## src/rtl/systolic_scheduler.sv

```systemverilog
// Control sequencer for a ROWS x COLS weight-stationary systolic array:
// one-hot weight load, skewed multiply wavefront over K vectors, column drain.
module systolic_scheduler #(
  parameter int ROWS        = 2,
  parameter int COLS        = 2,
  parameter int MAX_K       = 16,
  parameter int STEP_CYCLES = 4,
  parameter int K_W         = $clog2(MAX_K + 1),
  parameter int S_W         = $clog2(MAX_K + ROWS)
) (
  input  logic            clk,
  input  logic            reset_n,
  input  logic            general_enable,
  input  logic            start,
  input  logic [K_W-1:0]  k_len,
  input  logic            abort,
  output logic            busy,
  output logic [ROWS-1:0] load_weight,
  output logic [ROWS-1:0] enable_mult,
  output logic            step_strobe,
  output logic [S_W-1:0]  step_idx,
  output logic            done
);

  localparam int CYC_W   = $clog2(STEP_CYCLES + 1);
  localparam int DRN_LEN = COLS * STEP_CYCLES;
  localparam int DRN_W   = $clog2(DRN_LEN + 1);
  localparam int ROW_W   = (ROWS > 1) ? $clog2(ROWS) : 1;

  typedef enum logic [2:0] {
    ST_IDLE,
    ST_LOAD,
    ST_COMPUTE,
    ST_DRAIN,
    ST_DONE
  } state_e;

  state_e            state_q, state_d;
  logic [ROW_W-1:0]  row_q, row_d;
  logic [CYC_W-1:0]  cyc_q, cyc_d;
  logic [S_W-1:0]    step_q, step_d;
  logic [DRN_W-1:0]  drain_q, drain_d;
  logic [K_W-1:0]    k_q, k_d;

  logic              busy_q, busy_d;
  logic [ROWS-1:0]   load_weight_q, load_weight_d;
  logic [ROWS-1:0]   enable_mult_q, enable_mult_d;
  logic              step_strobe_q, step_strobe_d;
  logic [S_W-1:0]    step_idx_q, step_idx_d;
  logic              done_q, done_d;

  // Outputs are registered from the next state, so they describe the cycle
  // that follows each enabled edge; a low general_enable freezes everything.
  always_ff @(posedge clk or negedge reset_n) begin
    if (!reset_n) begin
      state_q       <= ST_IDLE;
      row_q         <= '0;
      cyc_q         <= '0;
      step_q        <= '0;
      drain_q       <= '0;
      k_q           <= '0;
      busy_q        <= 1'b0;
      load_weight_q <= '0;
      enable_mult_q <= '0;
      step_strobe_q <= 1'b0;
      step_idx_q    <= '0;
      done_q        <= 1'b0;
    end else if (general_enable) begin
      state_q       <= state_d;
      row_q         <= row_d;
      cyc_q         <= cyc_d;
      step_q        <= step_d;
      drain_q       <= drain_d;
      k_q           <= k_d;
      busy_q        <= busy_d;
      load_weight_q <= load_weight_d;
      enable_mult_q <= enable_mult_d;
      step_strobe_q <= step_strobe_d;
      step_idx_q    <= step_idx_d;
      done_q        <= done_d;
    end
  end

  always_comb begin
    state_d = state_q;
    row_d   = row_q;
    cyc_d   = cyc_q;
    step_d  = step_q;
    drain_d = drain_q;
    k_d     = k_q;
    case (state_q)
      ST_IDLE: begin
        if (start && (k_len != '0)) begin
          state_d = ST_LOAD;
          row_d   = '0;
          k_d     = (int'(k_len) > MAX_K) ? K_W'(MAX_K) : k_len;
        end
      end
      ST_LOAD: begin
        if (int'(row_q) == ROWS - 1) begin
          state_d = ST_COMPUTE;
          step_d  = '0;
          cyc_d   = '0;
        end else begin
          row_d = row_q + 1'b1;
        end
      end
      ST_COMPUTE: begin
        // The last step index is K+ROWS-2 (S = K+ROWS-1 steps in total).
        if (int'(cyc_q) == STEP_CYCLES - 1) begin
          cyc_d = '0;
          if (int'(step_q) == int'(k_q) + ROWS - 2) begin
            state_d = ST_DRAIN;
            drain_d = '0;
          end else begin
            step_d = step_q + 1'b1;
          end
        end else begin
          cyc_d = cyc_q + 1'b1;
        end
      end
      ST_DRAIN: begin
        if (int'(drain_q) == DRN_LEN - 1) begin
          state_d = ST_DONE;
        end else begin
          drain_d = drain_q + 1'b1;
        end
      end
      ST_DONE: state_d = ST_IDLE;
      default: state_d = ST_IDLE;
    endcase
    if (abort && (state_q inside {ST_LOAD, ST_COMPUTE, ST_DRAIN})) begin
      state_d = ST_IDLE;
    end
  end

  // Row r multiplies during steps r .. r+K-1, giving the skewed wavefront.
  always_comb begin
    busy_d        = state_d inside {ST_LOAD, ST_COMPUTE, ST_DRAIN};
    load_weight_d = (state_d == ST_LOAD) ? (ROWS'(1) << row_d) : '0;
    enable_mult_d = '0;
    for (int r = 0; r < ROWS; r++) begin
      enable_mult_d[r] = (state_d == ST_COMPUTE) && (int'(step_d) >= r) &&
                         (int'(step_d) <= r + int'(k_d) - 1);
    end
    step_strobe_d = (state_d == ST_COMPUTE) && (cyc_d == '0);
    step_idx_d    = (state_d == ST_COMPUTE) ? step_d : '0;
    done_d        = (state_d == ST_DONE);
  end

  assign busy        = busy_q;
  assign load_weight = load_weight_q;
  assign enable_mult = enable_mult_q;
  assign step_strobe = step_strobe_q;
  assign step_idx    = step_idx_q;
  assign done        = done_q;

endmodule
```

## config.mk

```make
export PLATFORM = sky130hd
export DESIGN_NAME = systolic_scheduler
export DESIGN_NICKNAME = d
export VERILOG_FILES = /design/src/rtl/systolic_scheduler.sv
export SDC_FILE = /design/constraint.sdc
export NUM_CORES = 1
export LEC_CHECK = 0
export CAP_MARGIN = 20
export CORE_MARGIN = 4
export CORE_UTILIZATION = 25
export DETAILED_ROUTE_END_ITERATION = 10
export PLACE_DENSITY = 0.47
export RECOVER_POWER = 25
export SETUP_SLACK_MARGIN = 0.3
export SKIP_CTS_REPAIR_TIMING = 1
export SYNTH_ARGS = -nofsm -noshare
export SYNTH_HDL_FRONTEND = slang
export SYNTH_SLANG_ARGS = --single-unit
export TNS_END_PERCENT = 50
```

## constraint.sdc

```tcl
create_clock -name clk -period 3.5 [get_ports clk]
set_input_delay 1.05 -clock clk [delete_from_list [all_inputs] [get_ports clk]]
set_output_delay 1.05 -clock clk [all_outputs]
set_load 0.1 [all_outputs]
```

Yosys cells after proc, flatten, opt, wreduce, memory -nomap -nowiden
Index checks and enable logic that the tools add are counted.
{"block": "word_totals", "ff_bits": 33, "input_bits": 10, "output_inout_bits": 12}
{"block": "classes", "addsub": 9, "order_cmp": 4, "eq_ne": 13, "shift": 1, "mux": 26, "reduce_logical": 13}
{"op": "5-bit two-way mux", "count": 7}
{"op": "3-bit two-way mux", "count": 8}
{"op": "3-bit by 2-bit == test with 1-bit output (second input constant)", "count": 4}
{"op": "4-bit two-way mux", "count": 3}
{"op": "3-bit one-hot mux with 4 select lines", "count": 1}
{"op": "5-bit one-hot mux with 2 select lines", "count": 1}
{"op": "4-bit one-hot mux with 2 select lines", "count": 1}
{"op": "6-bit by 7-bit == test with 1-bit output", "count": 1}
{"op": "6-bit by 7-bit less-or-equal comparator with 1-bit output", "count": 1}
{"op": "6-bit by 1-bit subtractor with 7-bit output (second input constant)", "count": 1}
{"op": "6-bit by 2-bit subtractor with 7-bit output (second input constant)", "count": 1}
{"op": "1-bit by 5-bit adder with 6-bit output (first input constant)", "count": 1}
{"op": "5-bit by 2-bit adder with 6-bit output (second input constant)", "count": 1}
{"op": "3-bit by 1-bit == test with 1-bit output (second input constant)", "count": 2}
{"op": "3-bit == test (second input constant)", "count": 2}
{"op": "6-bit less-or-equal comparator", "count": 1}
{"op": "1-bit logical AND", "count": 6}
{"op": "3-bit zero test", "count": 2}
{"op": "2-bit != test (second input constant)", "count": 3}
{"op": "3-bit one-hot mux with 2 select lines", "count": 1}
{"op": "3-bit nonzero test", "count": 2}
{"op": "5-bit by 1-bit subtractor with 6-bit output (second input constant)", "count": 1}
{"op": "5-bit by 1-bit adder with 5-bit output (second input constant)", "count": 1}
{"op": "5-bit by 1-bit >= comparator with 1-bit output (second input constant)", "count": 1}
{"op": "other kinds (12)", "count": 13}

Longest topological paths before layout
{"block": "logic_depth", "depth_word": 10, "ltp_mapped": 13}

Worst setup path before layout
No wires, ideal clock.
{"block": "synth_path", "path_type": "input port to flip-flop", "start": "input start", "end": "register enable_mult_q[0], in the netlist enable_mult[0]", "setup_ns": 0.078, "arrival_time_ns": 3.364, "setup_slack_ns": 0.057, "cell_stages": 12, "n_path_buf": 1, "path_cell_list": "or4b_4 -> buf_6 -> a21o_4 -> a21oi_2 -> ha_1 -> ha_1 -> nor2b_1 -> o21ai_0 -> nand2b_1 -> a211oi_1 -> o22ai_1 -> o2bb2ai_1"}
{"block": "synth_between", "elab_chain_cells": 6, "elab_cells_between_ends": 10}
{"item": "start, declared", "line_no": "14", "text": "input logic start,"}
{"item": "1-bit logical AND (*)", "line_no": "93", "text": "if (start && (k_len != '0)) begin"}
{"item": "5-bit two-way mux or 3-bit two-way mux (tied branches)", "line_no": "93"}
{"item": "5-bit two-way mux or 3-bit one-hot mux with 4 select lines (tied branches)", "line_no": "91", "text": "case (state_q)"}
{"item": "5-bit by 1-bit subtractor with 6-bit output or 3-bit two-way mux (tied branches)", "line_no": "144, 132"}
{"item": "6-bit less-or-equal comparator or 3-bit by 2-bit == test with 1-bit output (tied branches)", "line_no": "144, 143"}
{"item": "1-bit logical AND (*)", "line_no": "143", "text": "enable_mult_d[r] = (state_d == ST_COMPUTE) && (int'(step_d) >= r) &&"}
{"item": "end signal, assigned", "line_no": "77", "text": "enable_mult_q <= enable_mult_d;"}
{"item": "end, declared", "line_no": "47", "text": "logic [ROWS-1:0] enable_mult_q, enable_mult_d;"}
Mark *: on every way between the ends. The rest lies on a longest branch, timed or not.
A chain may end at the register's enable or synchronous reset.

Worst setup path after layout
Ends and elaborated chain as after synthesis.

==> reports/results.tsv <==
metric	value	unit
routability congestion estimate from global placement	0.815	
fraction of layout instances using a drive strength above 1	0.254	
maximum number of pins on one net before global-route repair	37	
average size of a mapped cell	9.24	sq um
clock tree root buffer cell	clkbuf_8	
main flop type after synthesis	dfrtp_1	
insertion delay to the later sink of the worst-skew pair	0.28	ns
total power of the final layout	2.89	mW
register bit total from synthesis	33	
clock-pin slew on the worst setup and hold paths	0.07	ns
min-delay src	load_weight[1]$_DFFE_PN0P_	
Post-DRT Antenna Nets	0	
arrival time reported for the critical path endpoint	3.34	ns
post-DR wirelength/cell	14.7	um
number of distinct library cells after synthesis	55	
core area	8720	sq um
reg-to-reg slack, setup	0.59	ns
Reg area	826	sq um
filler cell count in the final layout	879	
remaining global-route overflow	0	
leakage power total	1.20	nW
post-synth design cell area	2240	sq um
TritonCTS clock tree	done	
share of flip-flops with an asynchronous set or reset after synthesis	1.00	
pwr/cell area	1010	nW/um^2
proportion of power drawn by flip-flops and latches	0.235	
final core utilization	0.328	
post-detail-place hpwl	4290	um
via-per-instance ratio	4.89	
port buffer count	21	
total routing usage reported by global routing	0.117	
syn_nets	266	
internal cell power	1.50	mW
switching part of the total	0.482	
multi-input gate area in the final layout	1400	sq um
via count of the first global-routing pass	1850	
Top Ports	22	
highest clock frequency the design can meet	320	MHz
count of endpoints failing hold in the final timing report	0	
detailed-router iteration count before antenna repair	5	
VDD IR-drop max	439	uV
violation count after the first detailed-route iteration	61	
first-pass GRT wire length	9710	um
buffers from clock root to sink, at most	2	
Syn-to-layout area delta	27.8	%
status	complete, but fails checks	
Crit Reg-Reg Startpoint	state_q[1]$_DFFE_PN0P_	
RSZ-0062 raised after global routing	yes	
# setup viols final	0	
number of enable flip-flop cells after synthesis	0	
worst hold path depth	2	
Tmin final	3.13	ns
Cell Rows	34	
number of antenna repair diodes	0	
endpoint type of the worst setup path	register	
endpoint of the worst register-to-register path	enable_mult[0]$_DFFE_PN0P_	
Yosys warning total	0	
TritonCTS sink count	33	
number of maximum-capacitance constraint violations	1	
final-report max-slew violation count	34	
Num CTS Buffers	5	
Layout Skew	0.00284	ns
routed vias	1915	
hold worst-path end	load_weight[1]$_DFFE_PN0P_	
HP Class	register to register	
share of power burned in combinational logic	0.663	
y dimension of the die	103	um
post-route clock period utilization	0.894	
WS Path Type	input pin to register	
die outline area	10500	sq um
total wire length after detailed routing	5780	um
count of cells along the worst register-to-register path	11	
net switching power	1.40	mW
critical path fanouts, max	5	
transition time at the pin with the least slew margin	1.80	ns
relative max-transition margin	-0.201	
CTS H-tree depth	2	
number of remaining DRC errors	0	
number of antenna violations at the first check in global routing	0	
Post-Syn Instances	242	
critical path startpoint category	input pin	
net count reported at finish	308	
Die Width	103	um
data required time of the critical path	3.71	ns
Initial Util	0.257	
clock network power share	0.103	
sequential cell area fraction in the yosys report	0.369	
failing checks	capacitance limit, slew limit	
per-stage QoR:
stage          worst slack [ns]  cell area, sq um  TNS, ns  hold WS [ns]  std cells
6_report                  0.372              2860        0         0.492        392
5_1_grt                   0.252              2860        0         0.522        392
4_1_cts                 -0.0311              2760  -0.0562         0.494        388
3_5_place_dp             -0.337              2680   -0.638         0.474        381
3_3_place_gp             -0.313              2680   -0.594         0.478        381
2_1_floorplan             0.180              2260        0         0.477        242
worst max path at each step:
| stage | startpoint | to | slack, ns | cells after the start |
|---|---|---|---|---|
| finish | start | enable_mult[0]$_DFFE_PN0P_ | 0.37 | 12 |
| global route | reset_n | k_q[2]$_DFFE_PN0P_ | 0.25 | 2 |
| CTS | start | enable_mult[0]$_DFFE_PN0P_ | -0.03 | 12 |
| detailed placement | start | enable_mult[0]$_DFFE_PN0P_ | -0.34 | 12 |
| global placement | start | enable_mult[0]$_DFFE_PN0P_ | -0.31 | 12 |
| floorplan | start | enable_mult[0]$_DFFE_PN0P_ | 0.18 | 12 |
sequential cells by signal, summed over array words and instances (netlist names):
| register | flops |
|---|---|
| drain_q | 4 |
| cyc_q | 3 |
| load_weight | 2 |
| step_idx | 5 |
| step_q | 5 |
| step_strobe | 1 |
| enable_mult | 2 |
| state_q | 3 |
| done | 1 |
| k_q | 5 |
| row_q | 1 |
| busy | 1 |
cell families after synthesis:
kind of cell	share of synthesized area
simple gates	0.217
compound gates	0.247
flops	0.369
buf+inv	0.0487
fa+ha+maj	0.0828
xor+xnor	0.0352
synthesized netlist by cell type, types with 2 or more instances:
| cell type | count | area (sq um) |
|---|---|---|
| a21oi_1 | 15 | 75.1 |
| a21oi_2 | 4 | 35.0 |
| a31oi_1 | 3 | 18.8 |
| a32o_1 | 2 | 20.0 |
| and4_1 | 3 | 26.3 |
| buf_2 | 3 | 15.0 |
| buf_6 | 2 | 22.5 |
| clkbuf_1 | 6 | 22.5 |
| dfrtp_1 | 33 | 826 |
| ha_1 | 14 | 175 |
| inv_1 | 13 | 48.8 |
| nand2_1 | 22 | 82.6 |
| nand2b_1 | 4 | 25.0 |
| nand3_1 | 9 | 45.0 |
| nand3_2 | 3 | 30.0 |
| nand3b_1 | 3 | 22.5 |
| nor2_1 | 23 | 86.3 |
| nor2b_1 | 3 | 18.8 |
| nor3_1 | 6 | 30.0 |
| nor3b_1 | 4 | 30.0 |
| o21a_1 | 2 | 15.0 |
| o21ai_0 | 17 | 85.1 |
| o22ai_1 | 3 | 18.8 |
| o2bb2ai_1 | 6 | 52.6 |
| o311a_1 | 2 | 20.0 |
| xnor2_1 | 8 | 70.1 |
layout by cell type (no fill, tap or decap), types with 8 or more instances in the layout:
cell type  instances
a21oi_1           15
nand3_1            8
nand2_1           22
ha_1              11
inv_1             13
nor2_1            23
o21ai_0           15
buf_4             36
dfrtp_1           33
metal layers:
layer,vias up,part of all wire,GRT usage
met2,32,0.45,0.176
li1,966,-,-
met5,-,0,0
met1,911,0.51,0.171
met4,0,0.012,0.0313
met3,6,0.031,0.0223
critical path, stage by stage:
cell       delay, ns
buf_6           0.07
or4b_4          0.51
a21o_4          0.24
a21oi_4         0.23
ha_4            0.24
ha_4            0.23
nor2b_4         0.11
o21ai_1         0.12
nand2b_1        0.08
a211oi_2        0.20
o22ai_1         0.11
o2bb2ai_1       0.15
layout make-up:
class,instances,share of cell area
Clock buffer,7,0.0302
Inverter,13,0.0171
Multi-Input combinational cell,185,0.489
Sequential cell,33,0.289
Tap cell,108,0.0473
Timing Repair Buffer,46,0.128
power groups by stage:
stage               clock network [mW]  logic [mW]  registers (mW)
floorplan                            0        1.04           0.881
global placement                     0        1.73           0.677
detailed placement                   0        1.73           0.684
CTS                              0.305        1.74           0.677
global route                     0.329        2.10           0.704
finish                           0.297        1.92           0.679
(Power assumes the default switching activity.)
